--- src/rtl/stepper_phase_decoder_if.sv ---
// rtl/stepper_phase_decoder_if.sv - coil pattern, control strobes and decoded step outputs
interface stepper_phase_decoder_if #(
  parameter int POS_W = 16
);
  logic [3:0]       phase_in;
  logic             clear_pos;
  logic             fault_clr;
  logic [POS_W-1:0] position;
  logic             step_pulse;
  logic             dir;
  logic             locked;
  logic             idle;
  logic             fault;
  logic [1:0]       fault_code;

  modport master (
    output phase_in, clear_pos, fault_clr,
    input  position, step_pulse, dir, locked, idle, fault, fault_code
  );

  modport slave (
    input  phase_in, clear_pos, fault_clr,
    output position, step_pulse, dir, locked, idle, fault, fault_code
  );
endinterface

--- src/rtl/stepper_phase_decoder.sv ---
// rtl/stepper_phase_decoder.sv - half-step coil pattern decoder with debounce and signed position count
module stepper_phase_decoder #(
  parameter int STABLE_CYCLES = 4,
  parameter int POS_W         = 16
) (
  input  logic                  clk,
  input  logic                  reset,
  stepper_phase_decoder_if.slave bus
);
  localparam logic [3:0]       STABLE  = 4'(STABLE_CYCLES);
  localparam logic [POS_W-1:0] POS_ONE = POS_W'(1);

  typedef enum logic [1:0] {
    ST_UNLOCKED = 2'd0,
    ST_LOCKED   = 2'd1,
    ST_FAULT    = 2'd2
  } state_t;

  logic [3:0]       sync1, sync2, cand, acc_pat;
  logic [3:0]       stab_cnt, stab_cnt_n;
  logic             same, accept, acc_valid;
  state_t           state, state_n;
  logic             legal;
  logic [2:0]       new_idx, stored_idx, stored_idx_n, delta;
  logic [POS_W-1:0] position_r, position_n;
  logic             step_r, step_n, dir_r, dir_n;
  logic [1:0]       code_r, code_n;
  logic             locked_r, idle_r, fault_r;

  // Count saturates at STABLE so a held pattern is accepted exactly once.
  always_comb begin
    same = (sync2 == cand);
    if (!same)
      stab_cnt_n = 4'd1;
    else if (stab_cnt == STABLE)
      stab_cnt_n = stab_cnt;
    else
      stab_cnt_n = stab_cnt + 4'd1;
    accept = (stab_cnt_n == STABLE) && (!same || (stab_cnt != STABLE));
  end

  always_ff @(posedge clk) begin
    if (reset) begin
      sync1     <= 4'b0000;
      sync2     <= 4'b0000;
      cand      <= 4'b0000;
      stab_cnt  <= 4'd0;
      acc_pat   <= 4'b0000;
      acc_valid <= 1'b0;
    end else begin
      sync1     <= bus.phase_in;
      sync2     <= sync1;
      cand      <= sync2;
      stab_cnt  <= stab_cnt_n;
      acc_valid <= accept;
      if (accept)
        acc_pat <= sync2;
    end
  end

  always_comb begin
    legal   = 1'b1;
    new_idx = 3'd0;
    case (acc_pat)
      4'b0001: new_idx = 3'd0;
      4'b0011: new_idx = 3'd1;
      4'b0010: new_idx = 3'd2;
      4'b0110: new_idx = 3'd3;
      4'b0100: new_idx = 3'd4;
      4'b1100: new_idx = 3'd5;
      4'b1000: new_idx = 3'd6;
      4'b1001: new_idx = 3'd7;
      default: legal = 1'b0;
    endcase
    delta = new_idx - stored_idx;
  end

  always_ff @(posedge clk) begin
    if (reset)
      state <= ST_UNLOCKED;
    else
      state <= state_n;
  end

  always_comb begin
    state_n = state;
    case (state)
      ST_UNLOCKED: begin
        if (acc_valid) begin
          if (legal)
            state_n = ST_LOCKED;
          else if (acc_pat != 4'b0000)
            state_n = ST_FAULT;
        end
      end
      ST_LOCKED: begin
        if (acc_valid) begin
          if (legal) begin
            if ((delta != 3'd0) && (delta != 3'd1) && (delta != 3'd7))
              state_n = ST_FAULT;
          end else if (acc_pat == 4'b0000) begin
            state_n = ST_UNLOCKED;
          end else begin
            state_n = ST_FAULT;
          end
        end
      end
      ST_FAULT: begin
        if (bus.fault_clr)
          state_n = ST_UNLOCKED;
      end
      default: state_n = ST_UNLOCKED;
    endcase
  end

  always_comb begin
    position_n   = position_r;
    step_n       = 1'b0;
    dir_n        = dir_r;
    code_n       = code_r;
    stored_idx_n = stored_idx;
    case (state)
      ST_UNLOCKED: begin
        if (acc_valid) begin
          if (legal)
            stored_idx_n = new_idx;
          else if (acc_pat != 4'b0000)
            code_n = 2'b01;
        end
      end
      ST_LOCKED: begin
        if (acc_valid) begin
          if (legal) begin
            stored_idx_n = new_idx;
            if (delta == 3'd1) begin
              position_n = position_r + POS_ONE;
              dir_n      = 1'b1;
              step_n     = 1'b1;
            end else if (delta == 3'd7) begin
              position_n = position_r - POS_ONE;
              dir_n      = 1'b0;
              step_n     = 1'b1;
            end else if (delta != 3'd0) begin
              code_n = 2'b10;
            end
          end else if (acc_pat != 4'b0000) begin
            code_n = 2'b01;
          end
        end
      end
      ST_FAULT: begin
        if (bus.fault_clr)
          code_n = 2'b00;
      end
      default: ;
    endcase
    // Clearing wins over the count but the step strobe and direction still report.
    if (bus.clear_pos)
      position_n = '0;
  end

  always_ff @(posedge clk) begin
    if (reset) begin
      position_r <= '0;
      step_r     <= 1'b0;
      dir_r      <= 1'b1;
      code_r     <= 2'b00;
      stored_idx <= 3'd0;
      locked_r   <= 1'b0;
      idle_r     <= 1'b1;
      fault_r    <= 1'b0;
    end else begin
      position_r <= position_n;
      step_r     <= step_n;
      dir_r      <= dir_n;
      code_r     <= code_n;
      stored_idx <= stored_idx_n;
      locked_r   <= (state_n == ST_LOCKED);
      idle_r     <= (acc_pat == 4'b0000);
      fault_r    <= (state_n == ST_FAULT);
    end
  end

  assign bus.position   = position_r;
  assign bus.step_pulse = step_r;
  assign bus.dir        = dir_r;
  assign bus.locked     = locked_r;
  assign bus.idle       = idle_r;
  assign bus.fault      = fault_r;
  assign bus.fault_code = code_r;
endmodule
--- src/flat_wrapper.sv ---
// flat-port wrapper written by rule: the top's interface ports become plain ports
module stepper_phase_decoder_flat 
#(
  parameter int STABLE_CYCLES = 4,
  parameter int POS_W         = 16
)
  (clk, reset, bus_phase_in, bus_clear_pos, bus_fault_clr, bus_position, bus_step_pulse, bus_dir, bus_locked, bus_idle, bus_fault, bus_fault_code);
  stepper_phase_decoder_if #(.POS_W(POS_W)) bus_i ();
  input  logic clk;
  input  logic reset;
  input wire logic [$bits(bus_i.phase_in)-1:0] bus_phase_in;
  input wire logic [$bits(bus_i.clear_pos)-1:0] bus_clear_pos;
  input wire logic [$bits(bus_i.fault_clr)-1:0] bus_fault_clr;
  output wire logic [$bits(bus_i.position)-1:0] bus_position;
  output wire logic [$bits(bus_i.step_pulse)-1:0] bus_step_pulse;
  output wire logic [$bits(bus_i.dir)-1:0] bus_dir;
  output wire logic [$bits(bus_i.locked)-1:0] bus_locked;
  output wire logic [$bits(bus_i.idle)-1:0] bus_idle;
  output wire logic [$bits(bus_i.fault)-1:0] bus_fault;
  output wire logic [$bits(bus_i.fault_code)-1:0] bus_fault_code;
  assign bus_i.phase_in = bus_phase_in;
  assign bus_i.clear_pos = bus_clear_pos;
  assign bus_i.fault_clr = bus_fault_clr;
  assign bus_position = bus_i.position;
  assign bus_step_pulse = bus_i.step_pulse;
  assign bus_dir = bus_i.dir;
  assign bus_locked = bus_i.locked;
  assign bus_idle = bus_i.idle;
  assign bus_fault = bus_i.fault;
  assign bus_fault_code = bus_i.fault_code;
  stepper_phase_decoder #(.STABLE_CYCLES(STABLE_CYCLES), .POS_W(POS_W)) u_core (.clk(clk), .reset(reset), .bus(bus_i));
endmodule
--- config.mk ---
export PLATFORM = sky130hd
export DESIGN_NAME = stepper_phase_decoder_flat
export DESIGN_NICKNAME = d
export VERILOG_FILES = /design/src/rtl/stepper_phase_decoder_if.sv /design/src/rtl/stepper_phase_decoder.sv /design/src/flat_wrapper.sv
export SDC_FILE = /design/constraint.sdc
export NUM_CORES = 1
export LEC_CHECK = 0
export BUFFER_PORTS_ARGS = -buffer_cell sky130_fd_sc_hd__buf_2
export CORE_MARGIN = 2
export CORE_UTILIZATION = 53
export CTS_CLUSTER_SIZE = 16
export DETAILED_ROUTE_END_ITERATION = 10
export PLACE_DENSITY_LB_ADDON = 0.2
export SETUP_SLACK_MARGIN = 0.5
export SYNTH_ARGS = -nofsm -noshare
export SYNTH_HDL_FRONTEND = slang
export SYNTH_SLANG_ARGS = --single-unit
--- constraint.sdc ---
create_clock -name clk -period 3.8 [get_ports clk]
set_input_delay 0.57 -clock clk [delete_from_list [all_inputs] [get_ports clk]]
set_output_delay 0.57 -clock clk [all_outputs]
set_load 0.03 [all_outputs]
# [Yosys cells after proc, flatten, opt, wreduce, memory -nomap -nowiden]
# Index checks and enable logic that the tools add are counted.
[op_classes] n_mux=29 bitwise=3 n_eq_ne=27 n_reduce_logical=18 add_sub_neg=4
[op_table] op="$mux 2" count=17
[op_table] op="$mux 16" count=2
[op_table] op="$pmux 3 s7" count=1
[op_table] op="$add 16x1->16 const B" count=1
[op_table] op="$eq 4x3->1 const B" count=4
[op_table] op="$sub 16x1->16 const B" count=1
[op_table] op="$eq 4x4->1 const B" count=3
[op_table] op="$ne 3x3->1 const B" count=4
[op_table] op="$pmux 2 s3" count=2
[op_table] op="$eq 4x2->1 const B" count=2
[op_table] op="$mux 4" count=2
[op_table] op="$reduce_and 8->1" count=1
[op_table] op="$reduce_or 8->1" count=1
[op_table] op="$reduce_bool 3->1" count=2
[op_table] op="$mux 1" count=5
[op_table] op="$add 4x1->4 const B" count=1
[op_table] op="$eq 2x1->1 const B" count=2
[op_table] op="$eq 2x2->1 const B" count=2
[op_table] op="$eq 4x1->1 const B" count=1
[op_table] op="$eq 4x4->1" count=1
[op_table] op="$logic_not 4->1" count=1
[op_table] op="$ne 2x1->1 const B" count=2
[op_table] op="$ne 2x2->1 const B" count=2
[op_table] op="$ne 4x3->1 const B" count=1
[op_table] op="other kinds (15)" count=20
[word_totals] reg_bits=49 out_inout_bits=23 in_bits=8 wordCells=96

# [Longest topological paths before layout]
# Gate-level depths: netlist of run 1.
[depth] ltp_word=11 depth_mapped=18 ltp_nobuf=17

# [Worst setup path before layout of run 1]
# OpenSTA, ideal clock, no wires.
[synth_path] path_kind="register to register" from="register u_core.acc_pat[1]" to="register u_core.position_r[14] (netlist: u_core.bus.position[14])" synth_period_minus_slack_ns=3.904 required_ns=3.714 stages_incl_launch_ff=18 arrival_time_ns=3.819 setup_slack_ns=-0.104 setup_time_ns=0.086 path_cell_list="dfxtp_1 buf_2 xor2_1 nand2_1 ha_1 fa_1 xnor2_1 xor2_2 nand2_1 or2_2 ha_1 a21oi_1 nor2b_1 o311ai_1 a32oi_1 o22ai_1 xor2_1 a211oi_1"
[synth_between] elab_chain_len=6 elab_cells_between_ends=17 cone_classes="add/sub (1); eq/ne (10); mux (3); reduce/logical (3)"
[synth_lines] element="from (decl)" line="stepper_phase_decoder.sv:19" text="logic [3:0] sync1, sync2, cand, acc_pat;"
[synth_lines] element="from (signal assigned)" line="stepper_phase_decoder.sv:57" text="acc_pat <= sync2;"
[synth_lines] element="$eq 4x4->1 (tied with other cells)" line="stepper_phase_decoder.sv:64" text="case (acc_pat)"
[synth_lines] element="$pmux 3 s7" line="stepper_phase_decoder.sv:64"
[synth_lines] element="$sub 3x3->3" line="stepper_phase_decoder.sv:75" text="delta = new_idx - stored_idx;"
[synth_lines] element="$eq 3x3->1 or $eq 3x1->1 (tied branches)" line="stepper_phase_decoder.sv:139, stepper_phase_decoder.sv:135"
[synth_lines] element="$reduce_bool 2->1 (no source line)"
[synth_lines] element="$reduce_and 4->1 (no source line)"
[synth_lines] element="to (signal assigned)" line="stepper_phase_decoder.sv:173" text="position_r <= position_n;"
[synth_lines] element="to (decl)" line="stepper_phase_decoder.sv:25" text="logic [POS_W-1:0] position_r, position_n;"
# Several ways; a longest one is shown, not always the timed one.
# A chain may end at the register's enable or synchronous reset.

# [Final worst setup path of run 1]
[layout_path] from="register u_core.acc_pat[0]" to="register u_core.position_r[12] (netlist: u_core.bus.position[12])"
# Same word-level chain as after synthesis.

==> results.cfg, run 1 <==
[synth]
synth.area.top_cells = dfxtp_1, ha_1, nand2_1, a21oi_1, xnor2_1
synth_common_cells = dfxtp_1, nand2_1, nor2_1, a21oi_1, ha_1
yosysTopAreaCell = dfxtp_1
syn_area_per_cell_um2 = 8.47
netlist_instances = 334
synthArstFlopShare = 0
synth_top_area_share = 0.347
syn_area_um2 = 2830
synth_flop_cell = dfxtp_1
synth_fp_nets = 365
synth-warning-count = 0
synth_edf_count = 0
yosysSeqAreaShare = 0.347
synth_cell_type_count = 57
yosysMostFrequentCell = dfxtp_1
ys_ff_latch = 49

[clock_network]
ctsHoldBuffers = 0
cts.sinks = 49
cts_buffer_depth = 2
cts_tree = yes
htree_levels = 2
clock-root-buffer = clkbuf_8
cts_made_buffers = 5
clk_latency_ns = 0.32
clk_pin_slew_worst_paths_ns = 0.10

[grt]
antenna_found_initial = 0
grt_pass1_wl_um = 10800
first_global_vias = 2387
grt-ovfl-total = 0
gr-usage-all-layers = 0.222
grt_max_degree = 31

[routing]
drt-vias-per-instance = 5.38
drt_iter0_markers = 145
postRouteAntennaNets = 0
drc = 0
num_vias = 2455
drt-pass1-iter-count = 4
wl_per_cell_um = 13.4
wl_um = 6100

[timing]
finalSetupViolCount = 0
clock_skew_ns = 0.0105
fin_crit_ns = 3.53
layout_setup_ws_ns = 0.271
maxSlewHeadroom = 0.524
hold-worst-slack_ns = 0.447
maxSlewViolCount = 0
clock.fmax_ghz = 0.283
hold_violations = 0
fin_tns_setup_ns = 0
rsz0062_at_grt = yes
timing.final.crit_share = 0.929
worstMarginPinSlew_ns = 0.708

[setup_path]
ff2ff_path_depth = 17
worstSetupEndpointType = register
start_kind = register
path_class = register to register
crit_arrival_ns = 3.74
crit_path_max_fanout = 6
cp_data_required_time_ns = 4.01

[place]
finalWeightedCongestion = 0.829
dp.cells = 428
dp_hpwl_um = 4100
placed_area_um2 = 3170
place_ws_ns = 0.0263
port_buffers = 30

[worst_hold_path]
holdPathStages = 1
holdCritPathClass = register to register

[finish]
final_cells = 456
fin_area_um2 = 3590
nNetsFinal = 416
final_util = 0.698
diodes = 0
final.fill_count = 437
drive_gt1_frac = 0.308
areaGrowthSynthToFinish_pct = 26.9

[run_status]
status = finished, final reports clean

[floorplanning]
pin_count = 31
fp.dieH_um = 77.0
start_util = 0.550
die-area_um2 = 5940
coreArea_um2 = 5140
fp.dieW_um = 77.0
rows = 26

[pwr]
ir_drop_uv = 239
p_leak_nw = 1.47
p_total_mw = 0.900
p_per_area_nw_per_um2 = 251

[flow_run]
maxCapViolations = 0
## power by group
group	switching (mW)	leakage, nW	total [mW]	internal, mW
sequential	0.00493	0.400	0.523	0.519
combinational	0.0218	1.02	0.0375	0.0157
clock	0.201	0.0506	0.339	0.138
## sequential cells by signal, summed over array words and instances (netlist names), 2 cells and up
register	count
u_core.bus.position	16
u_core.acc_pat	4
u_core.cand	4
u_core.stab_cnt	4
u_core.sync1	4
u_core.sync2	4
u_core.stored_idx	3
u_core.bus.fault_code	2
u_core.state	2
## final timing paths
check | end | from | slack, ns
hold / removal | u_core.sync2[3] | u_core.sync1[3] | 0.45
setup reg to reg | u_core.bus.position[12] | u_core.acc_pat[0] | 0.27
setup / recovery | u_core.bus.position[12] | u_core.acc_pat[0] | 0.27
hold reg to reg | u_core.sync2[3] | u_core.sync1[3] | 0.45
## layout make-up
type                       instances  area, um^2  share of cell area
clock buffer                       5        68.8              0.0192
sequential                        49         993               0.277
multi-input combinational        256        1990               0.555
inverter                          19        71.3              0.0199
tap                               70        87.6              0.0244
clock inverter                     3        28.8             0.00802
timing repair buffer              54         347              0.0965
## routing by layer
layer	part of all wire	global-route usage	wire [um]
met3	0.028	0.0447	172
met5	0	0	0
met4	0.014	0.0714	88
met2	0.48	0.371	2930
met1	0.48	0.287	2910
## critical path, cell delays in order (launching register included)
cell      delay (ns)
dfxtp_4         0.37
xor2_1          0.15
nand2_1         0.09
ha_2            0.18
fa_2            0.35
xnor2_2         0.20
xor2_2          0.19
nand2_2         0.08
or2_4           0.29
buf_12          0.15
ha_4            0.24
a21oi_2         0.15
nor2b_2         0.08
o311ai_4        0.29
a311oi_2        0.15
or3_1           0.32
nand3_1         0.08
a21oi_1         0.07
## cells in the final DEF, fill, tap and decap left out, types with 2 or more instances in the layout
cell,instances
a211oi_1,3
o21bai_1,2
buf_2,30
nand2_1,39
nor3_2,2
a21oi_2,7
ha_4,8
a211oi_2,3
o21ai_2,4
or2_4,2
o21ai_0,9
xnor2_2,2
and2_1,2
clkbuf_8,5
nor2_1,28
dfxtp_1,45
dfxtp_4,3
a21oi_4,2
nor3_1,6
nor2b_1,16
ha_1,12
xor2_1,8
or3_1,3
nor4_2,2
buf_4,22
nand3_1,9
nand2b_1,3
inv_1,19
a21oi_1,18
xnor2_1,12
and3_1,2
a311oi_2,2
or2_2,3
mux2i_1,6
o21ai_1,3
nand4_1,2
## cells by family after synthesis
logic type                 after synthesis  share of synthesized area
xor gates and xnor gates                24                     0.0819
AOI/OAI and AO/OA                       72                      0.174
muxes                                    7                     0.0252
DFF                                     49                      0.347
and+or+nand+nor                        129                      0.220
buffers and inverters                   30                     0.0447
adders and majority gates               23                      0.107
## repair_timing
item	CTS	global route
gates cloned	1	0
setup buffers	14	5
gates resized for setup	25	16
pin swaps	13	13
endpoints found under the setup margin	10	13
Note: power is estimated with default switching activity, not from simulation.
==> inputs of run 2 (changes only) <==
Settings changed: ABC_AREA set to 1.
==> run 2 against run 1 <==
Compared with the run above:
- non-clock buffer count shrank 9
- sequential share of layout area grew 0.58 points
- maximum frequency increased by 9.6%
- core utilization is 1.3 points lower
- register-to-register slack better by 0.31 ns
- area after synthesis up 0.58%
- clock skew is essentially flat
- count of clock-buffer cells in the layout unchanged
- first-iteration DRC count fell by 40%
- combinational power grew 19%
- sequential power about the same
- critical path type unchanged
- largest power group unchanged
==> results.cfg, run 2 <==
[grt]
grt_pass1_wl_um = 9920
grt-ovfl-total = 0
antenna_found_initial = 0
grt_max_degree = 27
first_global_vias = 2297
gr-usage-all-layers = 0.206

[finish]
final_cell_mix = nand2_1, inv_1, dfxtp_1
areaGrowthSynthToFinish_pct = 23.9
diodes = 0
layout_commonest_cell = nand2_1
largest_reg_flops = 16
nNetsFinal = 477
final_cells = 517
drive_gt1_frac = 0.260
final_util = 0.686

[worst_hold_path]
holdCritPathClass = register to register

[setup_path]
worstSetupEndpointType = register
worst_r2r_endpoint = u_core.bus.position[11]
ff2ff_path_depth = 19
crit_chain = inv_1 -> nor2_2 -> o22ai_2 -> ha_2 -> fa_2 -> inv_2 -> nor2_4 -> nand3_4 -> buf_6 -> ha_4 -> nand2_1 -> nor2_1 -> nand2_1 -> nand2_2 -> nand2_2 -> nor2_2 -> o21ai_1 -> a21oi_1 -> nor2_1
cp_data_required_time_ns = 4.02
endpoint = u_core.bus.position[11]
crit_arrival_ns = 3.44
reg2reg_from = u_core.acc_pat[2]
cp-startpoint = u_core.acc_pat[2]
rrSetupSlack_ns = 0.58
cpPeakStageDelay_ns = 0.55
path_class = register to register
crit_path_max_fanout = 7
start_kind = register
cpMaxStageDelayCell = fa_2

[floorplanning]
pin_count = 31
fp.dieW_um = 77.3
start_util = 0.553
coreArea_um2 = 5140
die-area_um2 = 5970
rows = 26
fp.dieH_um = 77.3

[routing]
num_vias = 2648
wl_per_cell_um = 12.1
drt_iter0_markers = 87
drc = 0
wl_um = 6230
drt-pass1-iter-count = 5
postRouteAntennaNets = 0
drt-vias-per-instance = 5.12

[clock_network]
clk_pin_slew_worst_paths_ns = 0.11
cts.sinks = 49
cts_made_buffers = 5
ctsHoldBuffers = 0
cts_tree = yes
htree_levels = 2
clock-root-buffer = clkbuf_8
cts_buffer_depth = 2
clk_latency_ns = 0.32

[place]
dp.cells = 493
port_buffers = 30
dp_hpwl_um = 4120
finalWeightedCongestion = 0.849

[timing]
clock_skew_ns = 0.0103
timing.final.crit_share = 0.847
fin_tns_setup_ns = 0
maxSlewViolCount = 0
fin_crit_ns = 3.22
maxSlewHeadroom = 0.387
finalSetupViolCount = 0
worstMarginPinSlew_ns = 0.916
rsz0062_at_grt = yes
hold_violations = 0
clock.fmax_ghz = 0.311

[synth]
yosysSeqAreaShare = 0.345
synth_edf_count = 0
syn_area_um2 = 2840
synth_common_cells = nand2_1, inv_1, dfxtp_1, nor2_1, a21oi_1
synth_cell_type_count = 35
netlist_instances = 399
synth-warning-count = 0
synth.area.top_cells = dfxtp_1, nand2_1, ha_1, inv_1, a21oi_1
yosysTopAreaCell = dfxtp_1
synthArstFlopShare = 0
synth_flop_cell = dfxtp_1
synth_top_area_share = 0.345
yosysMostFrequentCell = nand2_1
synth_fp_nets = 430
syn_area_per_cell_um2 = 7.13
ys_ff_latch = 49

[pwr]
intPower_mw = 0.674
ir_drop_uv = 191
clkPwrFrac = 0.374
power_frac_seq = 0.576
p_leak_nw = 1.75
p_total_mw = 0.908
power_switching_mw = 0.234
pwr-share-comb = 0.049
swShare = 0.257
p_per_area_nw_per_um2 = 258

[flow_run]
maxCapViolations = 0

[run_status]
status = finished, final reports clean
[run 2: cell types whose count changed after synthesis, sizes merged, moves of 6 or more]
cell   previous run  this run
a21oi            27        40
inv              19        62
mux2i             6         0
nand2            40        80
nand3            10        23
nor2             30        51
nor2b            17         0
o21ai            16        33
[run 2: cell type report]
| cell class | instances | area (um^2) |
|---|---|---|
| well taps | 70 | 87.6 |
| fillers | 463 | 1620 |
| flip-flops and latches | 49 | 996 |
| inverters | 62 | 235 |
| multi-input cells | 283 | 1840 |
| clock buffers | 5 | 68.8 |
| repair buffers | 45 | 267 |
| clock inverters | 3 | 28.8 |
[run 2: worst min path at each step]
| stage | depth (start not counted) | end | from | slack [ns] |
|---|---|---|---|---|
| floorplan | 2 | u_core.sync2[0] | u_core.sync1[0] | 0.39 |
| global placement | 2 | u_core.sync2[0] | u_core.sync1[0] | 0.39 |
| detailed placement | 2 | u_core.sync2[0] | u_core.sync1[0] | 0.39 |
| CTS | 2 | u_core.sync2[0] | u_core.sync1[0] | 0.41 |
| global route | 2 | u_core.sync2[3] | u_core.sync1[3] | 0.42 |
| finish | 2 | u_core.sync2[0] | u_core.sync1[0] | 0.41 |
[run 2: what timing repair did]
action / CTS / global route
pin swaps: 1 / 21
cloned: 1 / 0
gates resized for setup: 16 / 44
setup endpoints to repair: 9 / 9
buffers inserted: 1 / 14
[run 2: per-stage QoR]
stage / area (um^2) / hold slack [ns] / setup slack (ns)
3_3_place_gp: 3050 / 0.392 / 0.441
6_report: 3520 / 0.407 / 0.580
2_1_floorplan: 2840 / 0.388 / 0.725
4_1_cts: 3250 / 0.409 / 0.513
5_1_grt: 3520 / 0.423 / 0.333
3_5_place_dp: 3050 / 0.395 / 0.337
[run 2: cells by family (layout without fill, tap and decap cells)]
logic type,after synthesis,after routing,synth area share
flip-flops,49,49,0.345
XOR/XNOR,16,16,0.0493
AND/OR/NAND/NOR,162,163,0.256
adder cells (fa/ha/maj),23,23,0.106
buffers and inverters,68,115,0.0950
AO/OA/AOI/OAI,81,81,0.149
[run 2: per-layer routing]
layer,part of all wire,vias up,global-route usage
li1,-,1371,-
met1,0.48,1202,0.281
met2,0.45,69,0.321
met3,0.052,6,0.0412
met4,0.012,0,0.0786
met5,0,-,0
[run 2: power groups by stage]
stage	logic (mW)	registers [mW]	clock network, mW
final	0.0448	0.523	0.340
after global routing	0.0524	0.524	0.373
after CTS	0.0426	0.525	0.350
after detailed placement	0.0419	0.538	0
after global placement	0.0407	0.538	0
after floorplan	0.0311	0.537	0
[run 2: critical path, delay by kind of cell, from the launching register on]
kind | cells | cell delay, ns
AOI/OAI and AO/OA | 3 | 0.35
adders and majority gates | 3 | 1.03
buffers and inverters | 3 | 0.30
DFF | 1 | 0.37
and+or+nand+nor | 10 | 1.06
==> inputs of run 3 (changes only) <==
Settings changed: CORE_UTILIZATION 53 to 59.
Clock period 3.8 ns to 3.35 ns, I/O delays scaled along.
==> run 3 against run 2 <==
Compared with the run above:
- hold slack got worse by 0.018 ns
- clock skew rose by 0.0034 ns
- non-clock buffer count rose by 12
- count of clock-buffer cells in the layout did not move
- combinational power rose by 16%
- sequential cell count did not move
- worst setup slack got worse by 0.44 ns
- core utilization rose by 12 points
- die area fell by 9.6%
- sequential share of layout area fell by 2.1 points
- power rose by 13%
- final cell count fell by 0.39%
- critical endpoint is now u_core.bus.position[14]
==> results.cfg, run 3 (synthesis results as in run 2) <==
[worst_hold_path]
hold_path_end = u_core.sync1[1]
holdCritPathClass = input pin to register
holdPathStages = 3
worstHoldStart = bus_phase_in[1]

[finish]
largest_reg_flops = 16
final.fill_count = 285
areaGrowthSynthToFinish_pct = 33.7
regArea_um2 = 996
multi_input_area_um2 = 1960
final_cell_mix = nand2_1, inv_1, dfxtp_1
nNetsFinal = 491
layout_commonest_cell = nand2_1
drive_gt1_frac = 0.330
final_util = 0.811
diodes = 0

[routing]
drt_iter0_markers = 175
num_vias = 2894
wl_um = 7580
drc = 0
drt-pass1-iter-count = 4
wl_per_cell_um = 14.7
drt-vias-per-instance = 5.62
postRouteAntennaNets = 0

[clock_network]
ctsHoldBuffers = 0
clk_pin_slew_worst_paths_ns = 0.11
cts_tree = yes
cts.sinks = 49
cts_made_buffers = 5
htree_levels = 2
clock-root-buffer = clkbuf_8
cts_buffer_depth = 2
clk_latency_ns = 0.31

[setup_path]
worst_r2r_endpoint = u_core.bus.position[14]
cp-startpoint = u_core.acc_pat[2]
ff2ff_path_depth = 18
start_kind = register
cp_data_required_time_ns = 3.55
rrSetupSlack_ns = 0.14
reg2reg_from = u_core.acc_pat[2]
worstSetupEndpointType = register
cpPeakStageDelay_ns = 0.54
crit_path_max_fanout = 4
crit_chain = inv_2 -> nor2_2 -> o22ai_2 -> ha_2 -> fa_2 -> inv_2 -> nor2_4 -> nand3_4 -> buf_16 -> ha_4 -> a21oi_2 -> nor2_1 -> nor2_1 -> inv_1 -> a21oi_2 -> nand2_1 -> a21oi_1 -> a21oi_1
cpMaxStageDelayCell = fa_2
crit_arrival_ns = 3.41
path_class = register to register

[grt]
gr-usage-all-layers = 0.248
grt_pass1_wl_um = 10600
first_global_vias = 2569
grt_max_degree = 27
grt-ovfl-total = 0
antenna_found_initial = 0

[floorplanning]
die-area_um2 = 5390
pin_count = 31
fp.dieH_um = 73.4
rows = 25
coreArea_um2 = 4690
fp.dieW_um = 73.4
start_util = 0.606

[pwr]
p_leak_nw = 1.89
p_per_area_nw_per_um2 = 270
ir_drop_uv = 389

[timing]
worstMarginPinSlew_ns = 1.03
fin_tns_setup_ns = 0
rsz0062_at_grt = yes
hold_violations = 0
fin_crit_ns = 3.21
timing.final.crit_share = 0.958
maxSlewViolCount = 0
clock_skew_ns = 0.0137
clock.fmax_ghz = 0.312
maxSlewHeadroom = 0.314
finalSetupViolCount = 0

[run_status]
status = finished, final reports clean

[place]
dp_hpwl_um = 4410
port_buffers = 30
finalWeightedCongestion = 0.903

[flow_run]
maxCapViolations = 0
## run 3: worst max path at each step
stage | endpoint | slack, ns | cells past startpoint
after floorplan | u_core.bus.position[15] | 0.30 | 23
after global placement | u_core.bus.position[8] | 0.24 | 18
after detailed placement | u_core.bus.position[8] | 0.15 | 18
after CTS | u_core.bus.position[15] | 0.31 | 22
after global routing | u_core.bus.position[15] | 0.02 | 25
final | u_core.bus.position[14] | 0.14 | 18
## run 3: layer usage
layer,track usage,wire length (um)
met1,0.260,2950
met2,0.488,4000
met3,0.0508,339
met4,0.0768,289
met5,0,0
## run 3: layout make-up
class | instances | share of cell area
Multi-Input combinational cell | 283 | 0.515
Sequential cell | 49 | 0.262
Timing Repair Buffer | 57 | 0.111
Inverter | 62 | 0.0645
Clock buffer | 5 | 0.0181
Tap cell | 54 | 0.0178
Clock inverter | 3 | 0.00757
Timing Repair inverter | 2 | 0.00461
## run 3: power by group
part / total [mW] / internal, mW / switching (mW) / leakage (nW)
Combinational: 0.0518 / 0.0186 / 0.0333 / 1.44
Clock: 0.379 / 0.157 / 0.223 / 0.0506
Sequential: 0.594 / 0.588 / 0.00560 / 0.400
Total: 1.03 / 0.763 / 0.262 / 1.89
## run 3: what timing repair did
item / in CTS / in global routing
cloned: 2 / 3
hold endpoints to repair: 0 / 0
setup buffers: 12 / 12
setup endpoints to repair: 10 / 15
gates resized for setup: 33 / 24
pin swaps: 16 / 22
## run 3: through the flow
stage / cell area, um^2 / power, mW / hold WS [ns] / instances / setup WS, ns
after floorplan: 3050 / 0.646 / 0.388 / 399 / 0.295
after global placement: 3250 / 0.657 / 0.389 / 478 / 0.240
after detailed placement: 3250 / 0.659 / 0.396 / 478 / 0.146
after CTS: 3590 / 1.03 / 0.386 / 500 / 0.313
after global routing: 3800 / 1.07 / 0.388 / 515 / 0.0176
final: 3800 / 1.03 / 0.389 / 515 / 0.142
## run 3: critical path: cells and delay by family, from the launching register on
kind / cells / cell delay [ns]
buffers and inverters: 4 / 0.38
AO/OA/AOI/OAI: 5 / 0.74
AND/OR/NAND/NOR: 6 / 0.65
adder cells (fa/ha/maj): 3 / 0.96
flip-flops: 1 / 0.38
